$ cat src/rtl/i2c_pkg.sv
// Shared types and widths for the I2C target receive path.
package i2c_pkg;

    localparam int I2C_BYTE_W = 8;
    localparam int I2C_ADDR_W = 7;

    typedef enum logic [2:0] {
        IDLE,
        ADDR,
        ADDR_ACK,
        DATA,
        DATA_ACK,
        IGNORE
    } rx_state_t;

endpackage

$ cat src/rtl/i2c_sync_edge.sv
// Pin synchroniser followed by a one-flop edge detector producing single-cycle
// rise/fall pulses.
module i2c_sync_edge #(
    parameter int STAGES = 2
) (
    input  logic clk,
    input  logic rst,
    input  logic pin_i,
    output logic level_o,
    output logic rise_o,
    output logic fall_o
);

    logic [STAGES-1:0] sync_q;
    logic              prev_q;

    // Reset to the idle-high bus level so leaving reset never fakes an edge.
    always_ff @(posedge clk) begin
        if (rst) begin
            sync_q <= '1;
            prev_q <= 1'b1;
        end else begin
            sync_q <= {sync_q[STAGES-2:0], pin_i};
            prev_q <= sync_q[STAGES-1];
        end
    end

    assign level_o = sync_q[STAGES-1];
    assign rise_o  = sync_q[STAGES-1] & ~prev_q;
    assign fall_o  = ~sync_q[STAGES-1] & prev_q;

endmodule

$ cat src/rtl/i2c_target_rx.sv
// I2C target receive path: START/STOP detection, address match with ACK and
// MSB-first byte deserialisation handed out over valid/ready.
//
// state    | meaning
// IDLE     | bus free or not for us; wait for START
// ADDR     | shifting address byte (7-bit address + R/W)
// ADDR_ACK | pulling SDA low for the address ACK bit
// DATA     | shifting a data byte
// DATA_ACK | ACK (or NACK on overrun) bit of a data byte
// IGNORE   | addressed elsewhere or read; wait for START/STOP
module i2c_target_rx
    import i2c_pkg::*;
#(
    parameter int                    N           = I2C_BYTE_W,
    parameter logic [I2C_ADDR_W-1:0] TARGET_ADDR = 7'h50,
    parameter int                    SYNC_STAGES = 2
) (
    input  logic         clk,
    input  logic         rst,
    input  logic         scl_in,
    input  logic         sda_in,
    output logic         sda_oe,
    output logic [N-1:0] rx_data,
    output logic         rx_valid,
    input  logic         rx_ready,
    output logic         rx_first,
    output logic         busy,
    output logic         overrun
);

    localparam int CW = $clog2(N) + 1;
    localparam logic [CW-1:0] CNT_FULL = CW'(N);
    localparam logic [CW-1:0] CNT_LAST = CW'(N - 1);

    logic scl_lvl, sclr, sclf;
    logic sda_lvl, sdar, sdaf;
    logic start_ev, stop_ev;

    i2c_sync_edge #(.STAGES(SYNC_STAGES)) u_scl (
        .clk    (clk),
        .rst    (rst),
        .pin_i  (scl_in),
        .level_o(scl_lvl),
        .rise_o (sclr),
        .fall_o (sclf)
    );

    i2c_sync_edge #(.STAGES(SYNC_STAGES)) u_sda (
        .clk    (clk),
        .rst    (rst),
        .pin_i  (sda_in),
        .level_o(sda_lvl),
        .rise_o (sdar),
        .fall_o (sdaf)
    );

    assign start_ev = sdaf & scl_lvl;
    assign stop_ev  = sdar & scl_lvl;

    rx_state_t      state_q, state_d;
    logic [CW-1:0]  cnt_q, cnt_d;
    logic [N-1:0]   shift_q, shift_d;
    logic [N-1:0]   rx_data_q, rx_data_d;
    logic           rx_valid_q, rx_valid_d;
    logic           rx_first_q, rx_first_d;
    logic           pend_q, pend_d;
    logic           busy_q, busy_d;
    logic           overrun_q, overrun_d;
    logic           sda_oe_q, sda_oe_d;
    logic           ack_q, ack_d;
    logic           load_q, load_d;
    logic           can_load;
    logic           ack_now;

    always_ff @(posedge clk) begin
        if (rst) begin
            state_q    <= IDLE;
            cnt_q      <= '0;
            shift_q    <= '0;
            rx_data_q  <= '0;
            rx_valid_q <= 1'b0;
            rx_first_q <= 1'b0;
            pend_q     <= 1'b0;
            busy_q     <= 1'b0;
            overrun_q  <= 1'b0;
            sda_oe_q   <= 1'b0;
            ack_q      <= 1'b0;
            load_q     <= 1'b0;
        end else begin
            state_q    <= state_d;
            cnt_q      <= cnt_d;
            shift_q    <= shift_d;
            rx_data_q  <= rx_data_d;
            rx_valid_q <= rx_valid_d;
            rx_first_q <= rx_first_d;
            pend_q     <= pend_d;
            busy_q     <= busy_d;
            overrun_q  <= overrun_d;
            sda_oe_q   <= sda_oe_d;
            ack_q      <= ack_d;
            load_q     <= load_d;
        end
    end

    // A byte may be loaded when the holding register is empty or is being
    // handed off in this very cycle.
    assign can_load = ~rx_valid_q | rx_ready;
    assign ack_now  = load_q ? can_load : ack_q;

    always_comb begin
        state_d    = state_q;
        cnt_d      = cnt_q;
        shift_d    = shift_q;
        rx_data_d  = rx_data_q;
        rx_valid_d = rx_valid_q;
        rx_first_d = rx_first_q;
        pend_d     = pend_q;
        busy_d     = busy_q;
        overrun_d  = overrun_q;
        sda_oe_d   = sda_oe_q;
        ack_d      = ack_q;
        load_d     = 1'b0;

        if (rx_valid_q && rx_ready) begin
            rx_valid_d = 1'b0;
            rx_first_d = 1'b0;
        end

        if (stop_ev) begin
            state_d  = IDLE;
            cnt_d    = '0;
            sda_oe_d = 1'b0;
            busy_d   = 1'b0;
            pend_d   = 1'b0;
        end else if (start_ev) begin
            state_d  = ADDR;
            cnt_d    = '0;
            sda_oe_d = 1'b0;
            busy_d   = 1'b0;
            pend_d   = 1'b0;
        end else begin
            if (load_q) begin
                if (can_load) begin
                    rx_data_d  = shift_q;
                    rx_valid_d = 1'b1;
                    rx_first_d = pend_q;
                    pend_d     = 1'b0;
                    ack_d      = 1'b1;
                end else begin
                    overrun_d  = 1'b1;
                    ack_d      = 1'b0;
                end
            end

            unique case (state_q)
                IDLE: ;
                ADDR: begin
                    if (sclr && cnt_q < CNT_FULL) begin
                        shift_d = {shift_q[N-2:0], sda_lvl};
                        cnt_d   = cnt_q + 1'b1;
                    end else if (sclf && cnt_q == CNT_FULL) begin
                        if (shift_q == {TARGET_ADDR, 1'b0}) begin
                            state_d  = ADDR_ACK;
                            sda_oe_d = 1'b1;
                            busy_d   = 1'b1;
                            pend_d   = 1'b1;
                        end else begin
                            state_d  = IGNORE;
                            sda_oe_d = 1'b0;
                        end
                    end
                end
                ADDR_ACK: begin
                    if (sclf) begin
                        state_d  = DATA;
                        sda_oe_d = 1'b0;
                        cnt_d    = '0;
                    end
                end
                DATA: begin
                    if (sclr && cnt_q < CNT_FULL) begin
                        shift_d = {shift_q[N-2:0], sda_lvl};
                        cnt_d   = cnt_q + 1'b1;
                        load_d  = (cnt_q == CNT_LAST);
                    end else if (sclf && cnt_q == CNT_FULL) begin
                        state_d  = DATA_ACK;
                        sda_oe_d = ack_now;
                    end
                end
                DATA_ACK: begin
                    if (sclf) begin
                        state_d  = DATA;
                        sda_oe_d = 1'b0;
                        cnt_d    = '0;
                    end
                end
                IGNORE: sda_oe_d = 1'b0;
                default: state_d = IDLE;
            endcase
        end
    end

    assign sda_oe   = sda_oe_q;
    assign rx_data  = rx_data_q;
    assign rx_valid = rx_valid_q;
    assign rx_first = rx_first_q;
    assign busy     = busy_q;
    assign overrun  = overrun_q;

endmodule

$ cat config.mk
export PLATFORM = sky130hd
export DESIGN_NAME = i2c_target_rx
export DESIGN_NICKNAME = d
export VERILOG_FILES = /design/src/rtl/i2c_pkg.sv /design/src/rtl/i2c_sync_edge.sv /design/src/rtl/i2c_target_rx.sv
export SDC_FILE = /design/constraint.sdc
export NUM_CORES = 1
export LEC_CHECK = 0
export CAP_MARGIN = 20
export CORE_AREA = 4 4 65 67
export DETAILED_ROUTE_END_ITERATION = 8
export DIE_AREA = 0 0 69 71
export PLACE_DENSITY_LB_ADDON = 0.15
export SYNTH_ARGS = -nofsm -noshare
export SYNTH_HDL_FRONTEND = slang
export SYNTH_SLANG_ARGS = --single-unit
$ cat constraint.sdc
create_clock -name clk -period 1.9 [get_ports clk]
set_input_delay 0.19 -clock clk [delete_from_list [all_inputs] [get_ports clk]]
set_output_delay 0.19 -clock clk [all_outputs]
set_load 0.01 [all_outputs]
==> results of run 1 <==
==> worst max-delay path, delay by kind of cell, from the launching register on <==
family | cells | cell delay [ns]
DFF | 1 | 0.33
and+or+nand+nor | 4 | 0.89
buffers and inverters | 1 | 0.08
adders and majority gates | 1 | 0.15
AOI/OAI and AO/OA | 1 | 0.17
==> synth_stat cells, types with 2 or more instances <==
cell type  instances
nor3b_1            2
nand2b_1           3
a21oi_2            2
or2_2              6
ha_1               2
o21a_1             3
nor4b_4            2
buf_4              3
a21oi_1           11
nand2_1           11
dfxtp_1           37
nor2_1            22
xor2_1             2
mux2i_1           16
clkbuf_1           5
nand3_1            6
inv_1              7
a31oi_1            3
o211ai_1           2
==> through the flow <==
| stage | worst slack [ns] | cell area (um2) | utilization | power [mW] |
|---|---|---|---|---|
| after floorplan | 0.347 | 1610 | - | 0.842 |
| after global placement | 0.240 | 1820 | 0.501 | 0.860 |
| after detailed placement | 0.224 | 1820 | 0.501 | 0.861 |
| after CTS | 0.199 | 1940 | 0.534 | 1.57 |
| after global routing | 0.0900 | 1940 | 0.534 | 1.60 |
| final | 0.207 | 1940 | 0.534 | 1.54 |
==> state kept, by name (all words and copies together) (netlist names), 2 cells and up <==
name	flops
rx_data	8
state_q	3
cnt_q	4
u_scl.sync_q	2
shift_q	8
u_sda.sync_q	2
==> final timing paths <==
kind,start,endpoint,depth (start not counted)
worst max-delay path,cnt_q[0]$_SDFFE_PP0P_,state_q[1]$_SDFFE_PP0P_,7
worst max register to register,cnt_q[0]$_SDFFE_PP0P_,state_q[1]$_SDFFE_PP0P_,7
worst min-delay path,u_sda.sync_q[0]$_SDFF_PP1_,u_sda.sync_q[1]$_SDFF_PP1_,1
worst min register to register,u_sda.sync_q[0]$_SDFF_PP1_,u_sda.sync_q[1]$_SDFF_PP1_,1
==> area by class of cell <==
type                            instances  share of cell area
Timing Repair Buffer                   21               0.103
Sequential cell                        37               0.381
Tap cell                               48              0.0309
Multi-Input combinational cell        114               0.409
Clock inverter                          2              0.0193
Inverter                                7              0.0135
Clock buffer                            6              0.0425
==> routing by layer <==
metal	vias to the layer above	part of all wire	track usage
met2	17	0.43	0.179
li1	618	-	-
met5	-	0	0
met4	0	0.018	0.0716
met3	5	0.033	0.0313
met1	546	0.52	0.169
==> power breakdown <==
part | switching (mW) | total [mW] | internal (mW)
Sequential | 0.00508 | 0.787 | 0.782
Combinational | 0.0325 | 0.0561 | 0.0237
Clock | 0.273 | 0.700 | 0.427
==> cell usage in the layout, fill, tap and decap left out, drive strengths merged <==
| cell type | count |
|---|---|
| dfxtp | 37 |
| nor2 | 22 |
| clkdlybuf4s50 | 17 |
| mux2i | 16 |
| a21oi | 14 |
| nand2 | 11 |
| inv | 7 |
| nand3 | 6 |
| or2 | 6 |
| clkbuf | 6 |
| buf | 4 |
| a31oi | 4 |
| nand2b | 3 |
| o21a | 3 |
| nor3b | 3 |
| xor2 | 2 |
| nor4b | 2 |
| o211ai | 2 |
| ha | 2 |
| nor2b | 2 |
| and2b | 1 |
| a22oi | 1 |
| a32o | 1 |
| and3b | 1 |
| and2 | 1 |
| o221ai | 1 |
| nor4 | 1 |
| nand4 | 1 |
| or4 | 1 |
| and4b | 1 |
| a221oi | 1 |
| o21ai | 1 |
| nand3b | 1 |
| nor3 | 1 |
| and4 | 1 |
| o31ai | 1 |
| clkinvlp | 1 |
| bufinv | 1 |
==> cells by family (layout without fill, tap and decap cells) <==
group           after synthesis  count (layout)  synth area share
xor+xnor                      2               2            0.0109
simple gates                 65              65             0.235
compound gates               29              29             0.133
buf+inv                      16              36            0.0451
fa+ha+maj                     2               2            0.0156
flops                        37              37             0.461
mux                          16              16            0.0996
==> run_results.csv, run 1 <==
group,metric,value,unit
floorplan,pin_count,18,
critical_path,arrival,1.91,ns
placement,numPortBuffers,17,
floorplan,die_h,71,um
clock_network,clockBufferDepth,2,
clock_network,clock-root-buffer,"clkbuf_8",
floorplan,die_area,4900,um2
clock_network,cts_max_level,2,
floorplan,coreArea,3630,um2
grt,grt_usage,0.125,
placement,place_congestion,0.760,
synthesis,synthesis.area,1610,um2
pwr,p_leak,0.726,nW
clock_network,cts_resized,0,
layout,antennaDiodeCount,0,
synthesis,seq_area_frac_synth,0.461,
critical_path,required,2.12,ns
run,max_cap_violations,0,
synthesis,synth_edf_count,0,
sta,finalMaxSlewViolations,0,
placement,dpl.hpwl,2.11,mm
sta,setup_viol,0,
sta,tns,0,ns
placement,numPlacedInstances,227,
synthesis,synth-seq-cells,37,
clock_network,clk_latency,0.29,ns
synthesis,ys_types,41,
layout,layout-drive-gt1-share,0.144,
sta,max_slew_margin,0.721,
synthesis,synth-async-reset-ratio,0,
layout,nNetsFinal,193,
clock_network,post-cts-setup-buffer-count,0,
layout,seqCellArea,741,um2
min_path,worstHoldPathType,"flop to flop",
floorplan,rows,22,
sta,worst_pin_slew,0.418,ns
layout,area_growth,20.8,%
sta,rsz0062_at_grt,"false",
synthesis,synth_top_area_cell,"dfxtp_1",
synthesis,yosysTopAreaCellShare,0.461,
grt,antenna_found_initial,0,
clock_network,path_clk_slew,0.07,ns
critical_path,slowest_delay,0.47,ns
critical_path,crit_chain,"inv_1, ha_1, and3b_1, and2_1, nand2_1, or4_4, a31oi_4",
routing,vias,1186,
synthesis,synth_nets,174,
synthesis,netlist_top_cells_area,"dfxtp_1 46%, mux2i_1 10%, nor2_1 5.1%",
sta,fin_skew,0.00679,ns
grt,grt_max_degree,29,
sta,hold_ws,0.412,ns
synthesis,synth_cells,167,
synthesis,yosys_warnings,0,
routing,via_per_inst,5.05,
pwr,ir_drop,476,uV
layout,nFillCells,343,
layout,fin_cells,235,
critical_path,path_class,"flop to flop",
floorplan,dieWidth,69,um
run_status,status,"finished clean",
layout,multi_input_area,795,um2
sta,final-hold-violation-count,0,
critical_path,crit_path_end_kind,"flop",
critical_path,rrSetupSlack,0.21,ns
synthesis,syn_area_per_cell,9.63,um2
clock_network,cts_tree,"done",
routing,wirelength,2.91,mm
routing,initialDrtViolationCount,54,
floorplan,start_util,0.442,
pwr,powerDensity,794,nW/um2
sta,layout_min_cycle_time,1.69,ns
clock_network,hold_buffers,0,
critical_path,start_kind,"flop",
sta,timing.final.crit_share,0.891,
sta,max_freq,591,MHz
clock_network,cts_inserted_buffers,5,
synthesis,synth_ff_type,"dfxtp_1",
grt,grt-ovfl-total,0,
grt,first_global_vias,1095,
clock_network,clock_sinks,37,
critical_path,crit_slowest_cell,"or4_4",
critical_path,cp_max_fo,4,
routing,drc,0,
routing,drtPass1Iterations,6,
routing,wl_per_cell,12.4,um
routing,antenna_left,0,
grt,grt_pass1_wl,4.93,mm
Power figures use the tool's default switching activity.
==> inputs of run 2 (changes only) <==
- SETUP_SLACK_MARGIN: unset -> 0.4
==> run 2 against run 1 <==
First-iteration DRC count is 24% higher. Sequential power hardly changed. Count of clock-buffer cells in the layout is 1 lower. Sequential cell count stayed put. Clock power is 7.7% lower. Largest cell class unchanged. Setup slack better by 0.090 ns. Non-clock buffer count is 12 higher. Critical path type unchanged. Power is 2.7% lower.
==> run_results.csv, run 2 (synthesis results as in run 1) <==
group,metric,value,unit
clock_network,clock_sinks,37,
run,max_cap_violations,0,
grt,antenna_found_initial,0,
routing,wl_per_cell,12.9,um
critical_path,crit_slowest_cell,"or4_4",
clock_network,clk_latency,0.29,ns
critical_path,r2r_start,"cnt_q[0]$_SDFFE_PP0P_",
clock_network,cts_tree,"done",
pwr,seq_power_share,0.526,
layout,fin_util,0.579,
clock_network,cts_inserted_buffers,5,
sta,rsz0062_at_grt,"true",
layout,mostFrequentLayoutCells,"28 x dfxtp_1, 22 x nor2_1, 17 x clkdlybuf4s50_1",
pwr,pwr-share-comb,0.043,
placement,dpl.hpwl,2.06,mm
floorplan,pin_count,18,
grt,grt-ovfl-total,0,
floorplan,start_util,0.442,
sta,finalMaxSlewViolations,0,
floorplan,die_h,71,um
floorplan,dieWidth,69,um
pwr,switchingPower,0.308,mW
critical_path,crit_buf_inv,1,
routing,drtPass1Iterations,4,
critical_path,slowest_delay,0.46,ns
grt,grt_usage,0.137,
routing,via_per_inst,5.06,
pwr,ir_drop,433,uV
critical_path,path_class,"flop to flop",
routing,dr_wl_met3,114,um
floorplan,die_area,4900,um2
placement,numPlacedInstances,227,
clock_network,cts_max_level,2,
critical_path,crit_path_start,"cnt_q[0]$_SDFFE_PP0P_",
sta,fin_skew,0.00758,ns
clock_network,clockBufferDepth,2,
pwr,p_leak,0.802,nW
min_path,min_delay_path_depth,1,
grt,grt_max_degree,29,
sta,setup_viol,0,
min_path,min_to,"u_sda.sync_q[1]$_SDFF_PP1_",
sta,final-hold-violation-count,0,
layout,nNetsFinal,205,
sta,max_freq,624,MHz
min_path,hp-start,"u_sda.sync_q[0]$_SDFF_PP1_",
critical_path,path_delay_family,"simple AND/OR/NAND/NOR gates",
sta,timing.final.crit_share,0.844,
critical_path,cp_max_fo,3,
sta,max_slew_margin,0.726,
placement,numPortBuffers,17,
layout,antennaDiodeCount,0,
critical_path,crit_chain,"inv_2, ha_1, and3b_2, and2_4, nand2_2, or4_4, a31oi_4",
layout,final_common_cell,"dfxtp_1",
clock_network,clock-root-buffer,"clkbuf_8",
routing,initialDrtViolationCount,67,
floorplan,rows,22,
critical_path,crit_path_end_kind,"flop",
routing,wirelength,3.18,mm
pwr,p_int,1.19,mW
layout,fin_cells,246,
pwr,powerDensity,713,nW/um2
pwr,clockPowerShare,0.431,
routing,dr_wl_met2,1.41,mm
layout,layout-drive-gt1-share,0.313,
sta,worst_pin_slew,0.410,ns
critical_path,start_kind,"flop",
critical_path,reg2reg_to,"state_q[1]$_SDFFE_PP0P_",
grt,first_global_vias,1196,
placement,place_congestion,0.741,
run_status,status,"finished clean",
floorplan,coreArea,3630,um2
layout,nFillCells,331,
routing,highest_layer,"met4",
routing,drt-met1-wl,1.59,mm
clock_network,path_clk_slew,0.07,ns
routing,vias,1244,
routing,drc,0,
grt,grt_pass1_wl,5.49,mm
min_path,worstHoldPathType,"flop to flop",
critical_path,arrival,1.82,ns
pwr,netSwitchingFraction,0.205,
pwr,p_total,1.50,mW
sta,layout_min_cycle_time,1.60,ns
layout,area_growth,30.9,%
critical_path,r2r.worst_path.cells,7,
routing,antenna_left,0,
critical_path,required,2.12,ns
sta,tns,0,ns
critical_path,rrSetupSlack,0.30,ns
run 2: changes by cell type in the layout (fill, tap and decap cells not counted), sizes merged:
cell | previous run | this run
clkinv | 0 | 1
buf | 4 | 16
clkinvlp | 1 | 0
clkbuf | 6 | 5
run 2: routing by layer:
metal  GRT usage  up-vias
li1            -      640
met1       0.183      577
met2       0.204       20
met3      0.0384        7
met4      0.0651        0
met5           0        -
run 2: power groups by stage:
stage          sequential (mW)  clock (mW)  combinational [mW]
4_1_cts                  0.788       0.665              0.0623
3_3_place_gp             0.805           0              0.0556
5_1_grt                  0.790       0.695              0.0714
6_report                 0.789       0.646              0.0647
2_1_floorplan            0.803           0              0.0385
3_5_place_dp             0.805           0              0.0554
run 2: how the worst max path moves through the flow:
stage                                    endpoint  cells after the start  slack (ns)
final                     state_q[1]$_SDFFE_PP0P_                      7        0.30
after global routing      state_q[1]$_SDFFE_PP0P_                      7        0.24
after CTS                 state_q[1]$_SDFFE_PP0P_                      7        0.31
after detailed placement  rx_data[7]$_SDFFE_PP0P_                      6        0.23
after global placement    shift_q[1]$_SDFFE_PP0P_                      5        0.26
after floorplan           state_q[1]$_SDFFE_PP0P_                      7        0.37
run 2: final cells by class:
cell class / instances / area, um2 / area share
multi-input combinational: 114 / 853 / 0.405
sequential: 37 / 754 / 0.359
timing repair buffer: 33 / 307 / 0.146
clock buffer: 5 / 68.8 / 0.0327
tap: 48 / 60.1 / 0.0285
clock inverter: 2 / 35.0 / 0.0166
inverter: 7 / 26.3 / 0.0125
run 2: per-stage QoR:
step                area, um2  setup slack (ns)  hold WS (ns)
floorplan                1610             0.368         0.294
global placement         1820             0.263         0.393
detailed placement       1820             0.232         0.396
CTS                      2050             0.315         0.414
global route             2100             0.237         0.428
finish                   2100             0.297         0.412
run 2: repair_timing:
| action | CTS | global route |
|---|---|---|
| hold buffers | 0 | 0 |
| pin swaps | 4 | 3 |
| gates resized for setup | 11 | 15 |
| gates cloned | 0 | 0 |
| setup endpoints to repair | 24 | 25 |
| buffers inserted | 11 | 1 |
